`src/rtl/addsub_acc_pkg.sv`:
```
// Shared encodings for the add/sub accumulator stage: command codes and result-register FSM states.
package addsub_acc_pkg;

    typedef enum logic [1:0] {
        CMD_ACC   = 2'b00,
        CMD_LOAD  = 2'b01,
        CMD_CLEAR = 2'b10,
        CMD_HOLD  = 2'b11
    } cmd_e;

    typedef enum logic {
        ST_EMPTY = 1'b0,
        ST_FULL  = 1'b1
    } state_e;

endpackage

```
`src/rtl/fullAdderNb.sv`:
```
// N-bit ripple add/sub: sum = a + (b ^ {cin}) + cin; cin=1 gives a-b. Purely combinational.
// v is signed overflow, taken as carry-into-MSB xor carry-out.
module fullAdderNb #(
    parameter int Width = 8
) (
    input  logic [Width-1:0] a,
    input  logic [Width-1:0] b,
    input  logic             cin,
    output logic [Width-1:0] sum,
    output logic             cout,
    output logic             v
);

    logic [Width-1:0] b_eff;
    logic             carry;
    logic             carry_msb;

    assign b_eff = b ^ {Width{cin}};

    always_comb begin
        sum       = '0;
        carry     = cin;
        carry_msb = 1'b0;
        for (int i = 0; i < Width; i++) begin
            if (i == Width - 1) carry_msb = carry;
            sum[i] = a[i] ^ b_eff[i] ^ carry;
            carry  = (a[i] & b_eff[i]) | (a[i] & carry) | (b_eff[i] & carry);
        end
    end

    assign cout = carry;
    assign v    = carry ^ carry_msb;

endmodule

```
`src/rtl/addsub_acc_ctrl.sv`:
```
// Accumulator stage around fullAdderNb; one registered result, latency 1 from accept.
// Backpressure: in_ready = !out_valid | out_ready, so a full-throughput stream sees no bubble.
module addsub_acc_ctrl
    import addsub_acc_pkg::*;
#(
    parameter int WIDTH    = 8,
    parameter int CNT_W    = 8,
    parameter bit SATURATE = 1'b0
) (
    input  logic             clk,
    input  logic             rst_n,
    input  logic             in_valid,
    output logic             in_ready,
    input  logic [1:0]       in_cmd,
    input  logic             in_op,
    input  logic [WIDTH-1:0] in_data,
    output logic             out_valid,
    input  logic             out_ready,
    output logic [WIDTH-1:0] out_acc,
    output logic             out_c,
    output logic             out_v,
    output logic             out_z,
    output logic             out_n,
    output logic             sticky_v,
    output logic [CNT_W-1:0] op_count
);

    localparam logic [WIDTH-1:0] ACC_MAX = {1'b0, {(WIDTH-1){1'b1}}};
    localparam logic [WIDTH-1:0] ACC_MIN = {1'b1, {(WIDTH-1){1'b0}}};

    state_e           state_q, state_d;
    logic [WIDTH-1:0] acc_q, acc_d;
    logic             c_q, c_d;
    logic             v_q, v_d;
    logic             sticky_q, sticky_d;
    logic [CNT_W-1:0] cnt_q, cnt_d;

    logic [WIDTH-1:0] add_sum;
    logic             add_cout;
    logic             add_v;
    logic             accept;

    fullAdderNb #(.Width(WIDTH)) u_adder (
        .a    (acc_q),
        .b    (in_data),
        .cin  (in_op),
        .sum  (add_sum),
        .cout (add_cout),
        .v    (add_v)
    );

    assign out_valid = (state_q == ST_FULL);
    assign in_ready  = !out_valid || out_ready;
    assign accept    = in_valid && in_ready;

    always_comb begin
        state_d  = state_q;
        acc_d    = acc_q;
        c_d      = c_q;
        v_d      = v_q;
        sticky_d = sticky_q;
        cnt_d    = cnt_q;

        case (state_q)
            ST_EMPTY: if (accept) state_d = ST_FULL;
            ST_FULL:  if (out_ready && !in_valid) state_d = ST_EMPTY;
            default:  state_d = ST_EMPTY;
        endcase

        if (accept) begin
            case (cmd_e'(in_cmd))
                CMD_ACC: begin
                    // On overflow the accumulator's own sign tells which rail was crossed.
                    if (SATURATE && add_v) acc_d = acc_q[WIDTH-1] ? ACC_MIN : ACC_MAX;
                    else                   acc_d = add_sum;
                    c_d      = add_cout;
                    v_d      = add_v;
                    sticky_d = sticky_q | add_v;
                    if (cnt_q != '1) cnt_d = cnt_q + 1'b1;
                end
                CMD_LOAD: begin
                    acc_d    = in_data;
                    c_d      = 1'b0;
                    v_d      = 1'b0;
                    sticky_d = 1'b0;
                    cnt_d    = '0;
                end
                CMD_CLEAR: begin
                    acc_d    = '0;
                    c_d      = 1'b0;
                    v_d      = 1'b0;
                    sticky_d = 1'b0;
                    cnt_d    = '0;
                end
                default: begin
                    c_d = 1'b0;
                    v_d = 1'b0;
                end
            endcase
        end
    end

    always_ff @(posedge clk or negedge rst_n) begin
        if (!rst_n) begin
            state_q  <= ST_EMPTY;
            acc_q    <= '0;
            c_q      <= 1'b0;
            v_q      <= 1'b0;
            sticky_q <= 1'b0;
            cnt_q    <= '0;
        end else begin
            state_q  <= state_d;
            acc_q    <= acc_d;
            c_q      <= c_d;
            v_q      <= v_d;
            sticky_q <= sticky_d;
            cnt_q    <= cnt_d;
        end
    end

    assign out_acc  = acc_q;
    assign out_c    = c_q;
    assign out_v    = v_q;
    assign out_z    = (acc_q == '0);
    assign out_n    = acc_q[WIDTH-1];
    assign sticky_v = sticky_q;
    assign op_count = cnt_q;

endmodule
```
`config.mk`:
```
export PLATFORM = sky130hd
export DESIGN_NAME = addsub_acc_ctrl
export DESIGN_NICKNAME = d
export VERILOG_FILES = /design/src/rtl/addsub_acc_pkg.sv /design/src/rtl/fullAdderNb.sv /design/src/rtl/addsub_acc_ctrl.sv
export SDC_FILE = /design/constraint.sdc
export NUM_CORES = 1
export LEC_CHECK = 0
export ABC_AREA = 0
export CAP_MARGIN = 0
export CORE_UTILIZATION = 48
export DETAILED_ROUTE_END_ITERATION = 8
export HOLD_SLACK_MARGIN = 0.08
export MAX_ROUTING_LAYER = met4
export PLACE_DENSITY = 0.77
export SETUP_SLACK_MARGIN = 0.02
export SYNTH_ARGS = -nofsm -noshare
export SYNTH_HDL_FRONTEND = slang
export SYNTH_SLANG_ARGS = --single-unit
```
`constraint.sdc`:
```
create_clock -name clk -period 4.1 [get_ports clk]
set_input_delay 0.41 -clock clk [delete_from_list [all_inputs] [get_ports clk]]
set_output_delay 0.41 -clock clk [all_outputs]
set_load 0.1 [all_outputs]
```
# Word level (Yosys, flattened, before mapping)
# Index checks and enable logic that the tools add are counted.
[classes]
addsub = 1
eq_ne = 4
n_bitwise = 60
reduce_logical = 13
mux = 9
[op_table]
columns = ["operator", "n"]
rows = [
  ["$and A1 B1 Y1", 24],
  ["$pmux W8 S3", 1],
  ["$or A1 B1 Y1", 17],
  ["$xor A1 B1 Y1", 17],
  ["$pmux W8 S2", 1],
  ["$add A8 B1 Y8 const B", 1],
  ["$logic_not A8 Y1", 1],
  ["$mux W8", 1],
  ["$ne A8 B8 Y1 const B", 1],
  ["$xor A8 B8 Y8", 1],
  ["$mux W1", 4],
  ["$pmux W1 S2", 2],
  ["$reduce_and A2 Y1", 2],
  ["$reduce_and A3 Y1", 1],
  ["$reduce_bool A3 Y1", 1],
  ["$eq A2 B1 Y1 const B", 1],
  ["$eq A2 B2 Y1 const B", 1],
  ["$logic_and A1 B1 Y1", 2],
  ["$logic_not A1 Y1", 2],
  ["$logic_not A2 Y1", 1],
  ["$ne A2 B2 Y1 const B", 1],
  ["$reduce_bool A2 Y1", 1],
  ["$reduce_or A2 Y1", 1],
  ["$logic_or A1 B1 Y1", 1],
  ["$not A1 Y1", 1],
]
[totals]
register_bits = 20
out_inout_bits = 23
wordCells = 93

# Depth between registers and ports, before layout
# Gate-level depths: netlist of run 1.
[depth]
ltp_word = 28
mapped_depth = 13
mapped_depth_nobuf = 12

# By module
# Synthesis of run 1 repeated with hierarchy kept, for this count alone.
[unflattened]
hier_cells = 150
area_unflattened_um2 = 1406.3
[by_module_without_submodules]
columns = ["mod", "area_each_um2", "n_inst", "seq_area_each_um2", "cells_each"]
rows = [
  ["addsub_acc_ctrl", 1119.8, 1, 500.5, 120],
  ["fullAdderNb", 286.5, 1, 0.0, 30],
]

# Worst setup path before layout of run 1
# Ideal clock, no wire load.
[synth_timing]
path_kind = "reg2reg"
start = "reg acc_q[0], in the netlist out_acc[0]"
end = "reg sticky_q, in the netlist sticky_v"
arrival_ns = 3.918
path_slack_ns = 0.056
n_path_buf = 0
required_time_ns = 3.974
path_stages_with_launch = 13
setup_ns = 0.126
synth_period_minus_slack_ns = 4.044
path_cell_list = "dfrtp_1 mux2_2 fa_1 fa_1 inv_1 fa_1 fa_1 fa_1 fa_1 fa_1 xor2_1 a21oi_1 a21oi_1"
[synth_via]
elab_chain_cells = 27
elab_cells_between_ends = 35
[synth_rtl]
columns = ["item", "line_no", "rtl"]
rows = [
  ["start: declaration", "addsub_acc_ctrl.sv:32", "logic [WIDTH-1:0] acc_q, acc_d;"],
  ["start signal: assignment", "addsub_acc_ctrl.sv:106", "acc_q <= '0;"],
  ["start signal: assignment", "addsub_acc_ctrl.sv:113", "acc_q <= acc_d;"],
  ["$and A1 B1 Y1", "fullAdderNb.sv:27", "carry = (a[i] & b_eff[i]) | (a[i] & carry) | (b_eff[i] & carry);"],
  ["$or A1 B1 Y1 * (2 in series)", "fullAdderNb.sv:27", ""],
  ["$and A1 B1 Y1", "fullAdderNb.sv:27", ""],
  ["$or A1 B1 Y1", "fullAdderNb.sv:27", ""],
  ["$or A1 B1 Y1 *", "fullAdderNb.sv:27", ""],
  ["$and A1 B1 Y1", "fullAdderNb.sv:27", ""],
  ["$or A1 B1 Y1", "fullAdderNb.sv:27", ""],
  ["$or A1 B1 Y1 *", "fullAdderNb.sv:27", ""],
  ["(+9 left out)", "--", ""],
  ["$and A1 B1 Y1", "fullAdderNb.sv:27", ""],
  ["$or A1 B1 Y1", "fullAdderNb.sv:27", ""],
  ["$or A1 B1 Y1 *", "fullAdderNb.sv:27", ""],
  ["$and A1 B1 Y1", "fullAdderNb.sv:27", ""],
  ["$or A1 B1 Y1 (2 in series)", "fullAdderNb.sv:27", ""],
  ["$xor A1 B1 Y1 *", "fullAdderNb.sv:32", "assign v = carry ^ carry_msb;"],
  ["$or A1 B1 Y1 *", "addsub_acc_ctrl.sv:78", "sticky_d = sticky_q | add_v;"],
  ["$pmux W1 S2 *", "addsub_acc_ctrl.sv:71", "case (cmd_e'(in_cmd))"],
  ["end signal: assignment", "addsub_acc_ctrl.sv:116", "sticky_q <= sticky_d;"],
  ["end: declaration", "addsub_acc_ctrl.sv:35", "logic sticky_q, sticky_d;"],
]
# Every way passes the cells marked *; elsewhere a longest branch is shown, timed or not.
# A chain may end at the register's enable or synchronous reset.

# Final worst setup path of run 1
[layout_timing]
start = "in in_op"
end = "reg sticky_q, in the netlist sticky_v"
[layout_via]
elab_chain_cells = 28
elab_cells_between_ends = 44
[layout_rtl]
columns = ["item", "line_no", "rtl"]
rows = [
  ["start: declaration", "addsub_acc_ctrl.sv:15", "input logic in_op,"],
  ["$xor A8 B8 Y8", "fullAdderNb.sv:18", "assign b_eff = b ^ {Width{cin}};"],
  ["$and A1 B1 Y1", "fullAdderNb.sv:27", ""],
  ["$or A1 B1 Y1 (2 in series)", "fullAdderNb.sv:27", ""],
  ["$and A1 B1 Y1", "fullAdderNb.sv:27", ""],
  ["$or A1 B1 Y1 (2 in series)", "fullAdderNb.sv:27", ""],
  ["$and A1 B1 Y1", "fullAdderNb.sv:27", ""],
  ["$or A1 B1 Y1 (2 in series)", "fullAdderNb.sv:27", ""],
  ["$and A1 B1 Y1", "fullAdderNb.sv:27", ""],
  ["(+6 left out)", "--", ""],
  ["$or A1 B1 Y1 (2 in series)", "fullAdderNb.sv:27", ""],
  ["$and A1 B1 Y1", "fullAdderNb.sv:27", ""],
  ["$or A1 B1 Y1 (2 in series)", "fullAdderNb.sv:27", ""],
  ["$and A1 B1 Y1", "fullAdderNb.sv:27", ""],
  ["$or A1 B1 Y1 (2 in series)", "fullAdderNb.sv:27", ""],
  ["$xor A1 B1 Y1 *", "fullAdderNb.sv:32", ""],
  ["$or A1 B1 Y1 *", "addsub_acc_ctrl.sv:78", ""],
  ["$pmux W1 S2 *", "addsub_acc_ctrl.sv:71", ""],
]
# Marks and branches as above.

==> impl_metrics.yaml, run 1 <==
drt:
  dr.pass1.iters: 4
  routed_wirelength_um: 3100
  route.detailed.drc: 0
  drt_iter0_markers: 60
  vias: 1188
  postRouteAntennaNets: 0
  route.detailed.wl_per_inst_um: 14.7
  vias_per_cell: 5.63
critical_path:
  required_ps: 4260
  crit_chain: "clkdlybuf4s50_1 -> buf_4 -> xor2_2 -> fa_1 -> fa_1 -> inv_1 -> fa_1 -> fa_1 -> fa_1 -> fa_2 -> fa_1 -> xor2_2 -> a21oi_1 -> a21oi_1"
  path_common_cell: "fa_1"
  slowest_delay_ps: 450
  worstSetupPathType: "in2reg"
  cp-end-kind: "flop"
  startpoint_type: "primary input"
  cp_max_fo: 7
  cp_slowest_cell: "clkdlybuf4s50_1"
  arrival_ps: 4050
sta:
  maxSlewViolCount: 0
  rsz0062_at_grt: "false"
  setup_viol: 0
  hold_viol_final: 0
  post-route-period-util: 0.947
  worst_pin_slew_ps: 982
  max_slew_margin: 0.343
  clock-skew-final_ps: 4.56
  fmax_mhz: 258
  hold_slack_ps: 492
  fin_crit_ps: 3880
  fin_tns_setup_ps: 0
clock_tree:
  clk_latency_ps: 300
  postCtsSetupRepairBufs: 0
  hold_buffers: 0
  clk_path_buf_depth: 2
  htree_levels: 1
  clk_pin_slew_ps: 110
  cts_resized: 0
  root_buffer: "clkbuf_4"
  tritoncts: "built"
  cts.sinks: 20
  cts_buffers: 3
floorplan:
  die_area_mm2: 0.00307
  dieHeight_um: 55.4
  row_count: 18
  start_util: 0.528
  boundaryPins: 38
  core_mm2: 0.00259
  die_w_um: 55.4
layout:
  ff_latch_area_um2: 500
  area_growth_pct: 30.6
  final_area_mm2: 0.00179
  diodes: 0
  final_cell_mix: "clkdlybuf4s50_1, dfrtp_1, inv_1, nand2_1, o21ai_0"
  drive_gt1_frac: 0.0718
  fillers: 207
  multi_input_area_um2: 798
  final_common_cell: "clkdlybuf4s50_1"
  layout.cells.non_filler: 211
  nNetsFinal: 209
global_routing:
  track_usage: 0.231
  antenna_found_initial: 0
  grt_max_degree: 25
  grt_pass1_wl_um: 5410
  met3_usage: 0.0281
  grt-busiest-layer: "met2"
  first_global_vias: 1248
  grt_use_met1: 0.270
  use_met2: 0.399
  gr-total-overflow: 0
power:
  power_mw: 1.22
  vdd_drop_max_uv: 593
  leakagePower_nw: 0.729
  power.density_mw_per_mm2: 681
flow_run:
  maxCapViolCount: 0
placed_design:
  place_area_mm2: 0.00175
  hpwl_um: 2410
  io_buffers: 37
  dpl.cell_count: 208
  place_congestion: 0.833
worst_hold_path:
  min_path_type: "reg2reg"
synth:
  synth.largest_area_cell: "dfrtp_1"
  yosysSeqAreaShare: 0.366
  avgSynthCellArea_um2: 9.30
  synth_top_cell_area_share: 0.366
  async_reset_ff_frac: 1.00
  ys_top_cells_by_area: "dfrtp_1, fa_1, xnor2_1"
  yosys_warnings: 0
  synth_cell_types: 33
  synthFlopType: "dfrtp_1"
  ys_seq_elements: 20
  syn_nets: 173
  syn_inst: 147
  syn_area_mm2: 0.00137
  synth_edf_count: 0
outcome:
  outcome: "finished, final reports clean"
## final timing paths
check                            from     endpoint  slack (ps)  depth (start not counted)
max                             in_op     sticky_v         220                         14
min                             out_c        out_c         490                          2
max reg2reg                out_acc[0]     sticky_v         480                         12
min reg2reg                     out_c        out_c         490                          2
max in group asynchronous       rst_n   out_acc[4]        2940                          1
min in group asynchronous       rst_n  op_count[4]         610                          1
## per-stage QoR
step	utilization	setup slack, ps
after CTS	0.683	142
after global routing	0.689	54.7
after global placement	0.674	-10.4
after detailed placement	0.674	-198
after floorplan	-	56.0
final	0.689	218
## logic make-up after synthesis
logic type | after synthesis | synth area share
AOI/OAI and AO/OA | 33 | 0.143
xor gates and xnor gates | 9 | 0.0576
adders and majority gates | 11 | 0.139
buffers and inverters | 19 | 0.0631
DFF | 20 | 0.366
muxes | 3 | 0.0274
and+or+nand+nor | 52 | 0.204
## area by class of cell
class / count / area share
multi-input combinational: 108 / 0.447
sequential: 20 / 0.280
timing repair buffer: 39 / 0.216
inverter: 11 / 0.0231
tap: 30 / 0.0210
clock buffer: 3 / 0.0126
## state kept, by name (all words and copies together) (netlist names)
| name | flops |
|---|---|
| sticky_v | 1 |
| op_count | 8 |
| out_valid | 1 |
| out_c | 1 |
| out_v | 1 |
| out_acc | 8 |
## synthesized netlist by cell type, types with 4 or more instances
master	n
dfrtp_1	20
inv_1	11
nand2_1	11
o21ai_0	10
nand3_1	8
a21oi_1	7
fa_1	7
nor2_1	7
nand4_1	6
nor2b_1	6
o21ai_1	6
xnor2_1	6
a31oi_1	4
ha_1	4
nand2b_1	4
## metal layers
metal	wire (µm)	vias up	part of all wire
li1	-	568	-
met1	1310	581	0.42
met2	1630	32	0.53
met3	92	7	0.030
met4	61	0	0.020
met5	0	-	0
## critical path: cells and delay by family
family | cells | cell delay (ps)
fa+ha+maj | 7 | 2390
buf+inv | 3 | 660
xor+xnor | 2 | 370
compound gates | 2 | 210
## power by group
group / total (mW) / switching [mW] / leakage (nW) / internal (mW)
sequential: 0.300 / 0.0526 / 0.253 / 0.248
combinational: 0.823 / 0.600 / 0.462 / 0.223
clock: 0.0929 / 0.0586 / 0.0138 / 0.0343
total: 1.22 / 0.711 / 0.729 / 0.505
(Power assumes the default switching activity.)
==> run 2, diff against run 1 <==
Settings changed: CORE_MARGIN set to 2, CORE_UTILIZATION 48 to 35, PLACE_DENSITY 0.77 to 0.58.
==> impl_metrics.yaml, run 2 (synthesis gave the netlist of run 1 again) <==
sta:
  setup_viol: 0
  rsz0062_at_grt: "false"
  max_slew_margin: 0.345
  clock-skew-final_ps: 5.88
  fin_crit_ps: 3860
  post-route-period-util: 0.941
  hold_slack_ps: 482
  worst_pin_slew_ps: 980
  fmax_mhz: 259
  maxSlewViolCount: 0
  hold_viol_final: 0
drt:
  routed_wirelength_um: 3050
  top_layer: "met4"
  vias: 1164
  route.detailed.drc: 0
  wl_met2_um: 1470
  route.detailed.wl_per_inst_um: 13.3
  drt_iter0_markers: 48
  vias_per_cell: 5.08
  postRouteAntennaNets: 0
  dr.pass1.iters: 4
  m1WireLength_um: 1440
  routed-wl-met3_um: 102
layout:
  drive_gt1_frac: 0.0608
  final_cell_mix: "clkdlybuf4s50_1, dfrtp_1, inv_1, nand2_1, o21ai_0"
  ff_latch_area_um2: 500
  nNetsFinal: 208
  diodes: 0
  fillers: 370
  area_growth_pct: 33.5
  final_common_cell: "clkdlybuf4s50_1"
  multi_input_area_um2: 788
  final_util: 0.491
  final_area_mm2: 0.00183
power:
  leakagePower_nw: 0.747
  clkPwrFrac: 0.123
  power_switching_mw: 0.711
  power_frac_comb: 0.636
  power.density_mw_per_mm2: 689
  seqPwrFrac: 0.242
  power_mw: 1.26
  p_int_mw: 0.546
  vdd_drop_max_uv: 321
  power.share.switching: 0.566
worst_hold_path:
  min_to: "out_c"
  min_path_type: "reg2reg"
  worstHoldStart: "out_c"
  hold_depth: 2
floorplan:
  row_count: 22
  core_mm2: 0.00372
  dieHeight_um: 66.5
  die_w_um: 66.5
  start_util: 0.368
  die_area_mm2: 0.00442
  boundaryPins: 38
global_routing:
  grt_max_degree: 25
  track_usage: 0.155
  first_global_vias: 1131
  antenna_found_initial: 0
  gr-total-overflow: 0
  grt_pass1_wl_um: 5110
critical_path:
  slowest_delay_ps: 470
  rr_endpoint: "sticky_v"
  arrival_ps: 3970
  r2r_start: "out_acc[0]"
  cp_max_fo: 4
  required_ps: 4220
  crit_chain: "clkdlybuf4s50_1 -> mux2_2 -> fa_1 -> fa_1 -> inv_1 -> fa_1 -> fa_1 -> fa_1 -> fa_1 -> fa_1 -> xor2_1 -> a21oi_1 -> a21oi_1"
  path_common_cell: "fa_1"
  r2r_setup_slack_ps: 500
  worstSetupPathType: "in2reg"
  cp-end-kind: "flop"
  startpoint_type: "primary input"
  cp_slowest_cell: "clkdlybuf4s50_1"
  r2r_cells: 12
placed_design:
  place_area_mm2: 0.00176
  place_congestion: 0.836
  io_buffers: 37
  hpwl_um: 2280
clock_tree:
  htree_levels: 1
  clk_latency_ps: 260
  cts.sinks: 20
  root_buffer: "clkbuf_8"
  clk_pin_slew_ps: 80
  postCtsSetupRepairBufs: 0
  clk_path_buf_depth: 2
  cts_buffers: 3
  tritoncts: "built"
flow_run:
  maxCapViolCount: 0
outcome:
  outcome: "finished, final reports clean"
==> run 2: repair_timing <==
| action | CTS | global route |
|---|---|---|
| resized for setup | 0 | 2 |
| endpoints found under the setup margin | 0 | 3 |
| hold buffers | 0 | 0 |
==> run 2: layout make-up <==
cell class / instances / area share
Clock buffer: 4 / 0.0302
Inverter: 11 / 0.0226
Multi-Input combinational cell: 108 / 0.432
Sequential cell: 20 / 0.274
Tap cell: 48 / 0.0329
Timing Repair Buffer: 38 / 0.208
==> run 2: power groups by stage <==
stage	clock network, mW	registers (mW)	logic [mW]
2_1_floorplan	0	0.669	0.256
4_1_cts	0.158	0.305	0.805
6_report	0.154	0.304	0.799
3_5_place_dp	0	0.306	0.805
5_1_grt	0.163	0.315	0.850
3_3_place_gp	0	0.307	0.800
==> run 2: stage by stage <==
step / setup WS (ps) / std cells / setup TNS (ps)
finish: 242 / 229 / 0
global route: 56.4 / 229 / 0
CTS: 117 / 229 / 0
detailed placement: -141 / 225 / -293
global placement: -34.6 / 225 / -34.6
floorplan: 56.0 / 147 / 0
==> run 2: worst max-delay path: cells and delay by family <==
family          cells  cell delay (ps)
buf+inv             2              520
compound gates      2              210
xor+xnor            1              190
fa+ha+maj           7             2370
mux                 1              270
==> run 2: worst max-delay path by stage <==
| stage | start | end | slack (ps) |
|---|---|---|---|
| after floorplan | out_acc[0] | sticky_v | 60 |
| after global placement | in_op | sticky_v | -30 |
| after detailed placement | in_op | sticky_v | -140 |
| after CTS | in_op | sticky_v | 120 |
| after global routing | in_data[0] | sticky_v | 60 |
| final | in_data[0] | sticky_v | 240 |
==> run 2: routing by layer <==
metal | track usage | vias to the layer above
met3 | 0.0169 | 2
met2 | 0.254 | 27
met1 | 0.196 | 562
met4 | 0.0638 | 0
met5 | - | -
li1 | - | 573
==> run 3, diff against run 2 <==
Settings changed: PLACE_DENSITY 0.58 to 0.61, SLEW_MARGIN set to 5.
Clock period 4.1 ns to 3.16 ns, I/O delays scaled along.
==> impl_metrics.yaml, run 3 (synthesis gave the netlist of run 1 again) <==
outcome:
  outcome: "finished, violations left"
  violations: "negative setup slack"
layout:
  final_util: 0.512
  nNetsFinal: 214
  area_growth_pct: 39.1
  layout.cells.non_filler: 235
  final_common_cell: "clkdlybuf4s50_1"
  drive_gt1_frac: 0.198
  diodes: 0
  final_cell_mix: "clkdlybuf4s50_1, dfrtp_1, nand2_1, buf_4, inv_1"
  final_area_mm2: 0.00190
floorplan:
  row_count: 22
  start_util: 0.368
  core_mm2: 0.00372
  boundaryPins: 38
  dieHeight_um: 66.5
  die_area_mm2: 0.00442
  die_w_um: 66.5
clock_tree:
  clk_latency_ps: 260
  clk_path_buf_depth: 2
  htree_levels: 1
  clk_pin_slew_ps: 70
  hold_buffers: 0
  cts_buffers: 3
  root_buffer: "clkbuf_8"
  tritoncts: "built"
  cts.sinks: 20
global_routing:
  antenna_found_initial: 0
  grt_pass1_wl_um: 5580
  gr-total-overflow: 0
  grt_max_degree: 21
  first_global_vias: 1234
  track_usage: 0.168
power:
  power_mw: 1.73
  power.density_mw_per_mm2: 908
  leakagePower_nw: 0.780
  vdd_drop_max_uv: 569
drt:
  dr.pass1.iters: 4
  route.detailed.wl_per_inst_um: 14.1
  route.detailed.drc: 0
  drt_iter0_markers: 56
  routed_wirelength_um: 3310
  postRouteAntennaNets: 0
  vias_per_cell: 5.24
  vias: 1232
critical_path:
  worstSetupPathType: "reg2reg"
  crit_chain: "mux2_4 -> fa_2 -> fa_2 -> inv_2 -> fa_2 -> fa_2 -> fa_2 -> fa_2 -> fa_2 -> xor2_2 -> a21oi_2 -> a21oi_2"
  worstSetupPathDepth: 12
  arrival_ps: 3370
  path_common_cell: "fa_2"
  slowest_delay_ps: 420
  cp_slowest_cell: "dfrtp_4"
  required_ps: 3290
  cp_max_fo: 2
  critPathBufInv: 1
  path_delay_family: "adder cells"
  startpoint_type: "flop"
  cp-end-kind: "flop"
  r2r_cells: 12
placed_design:
  hpwl_um: 2480
  dpl.cell_count: 230
  place_congestion: 0.857
  post-place-ws_ps: -700
  io_buffers: 37
  place_area_mm2: 0.00181
worst_hold_path:
  hold_depth: 2
  min_path_type: "reg2reg"
flow_run:
  maxCapViolCount: 0
sta:
  maxSlewViolCount: 0
  hold_viol_final: 0
  post-route-period-util: 1.03
  postLayoutSetupSlackWorst_ps: -82.3
  worst_pin_slew_ps: 1010
  clock-skew-final_ps: 2.79
  fin_crit_ps: 3240
  fmax_mhz: 308
  setup_viol: 4
  rsz0062_at_grt: "true"
  max_slew_margin: 0.323
==> run 3: cell count changes in the layout (fill, tap and decap cells not counted), moves of 2 or more <==
cell             change
buf_4               +10
clkdlybuf4s50_1      -7
fa_1                 -7
fa_2                 +7
dfrtp_1              -4
dfrtp_2              +3
dlygate4sd2_1        +3
o21ai_0              -3
a21oi_1              -2
a21oi_2              +2
o21ai_1              +2
==> run 3: final cells by class <==
type	count	area, µm²
well taps	48	60.1
clock buffers	4	55.1
fillers	366	1810
repair buffers	44	409
multi-input cells	108	828
flip-flops and latches	20	508
inverters	11	41.3
==> run 3: repair_timing <==
item,in CTS,in global routing
setup buffers,0,1
gates resized for setup,10,6
setup endpoints to repair,5,4
pin swaps,7,0
==> run 3: stage by stage <==
| stage | TNS, ps | hold WS [ps] |
|---|---|---|
| 5_1_grt | -606 | 533 |
| 3_3_place_gp | -2530 | 476 |
| 6_report | -171 | 493 |
| 3_5_place_dp | -2930 | 474 |
| 2_1_floorplan | -916 | 20.4 |
| 4_1_cts | -140 | 494 |
==> run 3: per-layer routing <==
| metal | GRT usage | up-vias | part of all wire |
|---|---|---|---|
| met5 | - | - | 0 |
| met4 | 0.0510 | 0 | 0.016 |
| met3 | 0.0422 | 7 | 0.047 |
| met2 | 0.261 | 31 | 0.49 |
| met1 | 0.217 | 606 | 0.45 |
| li1 | - | 588 | - |
==> run 3: worst reg2reg max path, delay by kind of cell, from the launching register on <==
kind / cells / cell delay, ps
adder cells (fa/ha/maj): 7 / 2130
flip-flops: 1 / 420
AO/OA/AOI/OAI: 2 / 200
XOR/XNOR: 1 / 170
multiplexers: 1 / 150
buffers and inverters: 1 / 40
==> run 3: worst paths after layout <==
check                                start    endpoint  slack (ps)
worst min-delay path                 out_c       out_c         490
worst max register to register  out_acc[0]    sticky_v         -80
min in group asynchronous            rst_n  out_acc[1]         560
worst min register to register       out_c       out_c         490
max in group asynchronous            rst_n  out_acc[0]        1930
worst max-delay path            out_acc[0]    sticky_v         -80
==> run 3: power by group <==
| part | total (mW) | internal (mW) | leakage, nW | switching (mW) |
|---|---|---|---|---|
| Clock | 0.200 | 0.111 | 0.0288 | 0.0890 |
| Sequential | 0.400 | 0.328 | 0.249 | 0.0723 |
| Combinational | 1.13 | 0.324 | 0.502 | 0.802 |
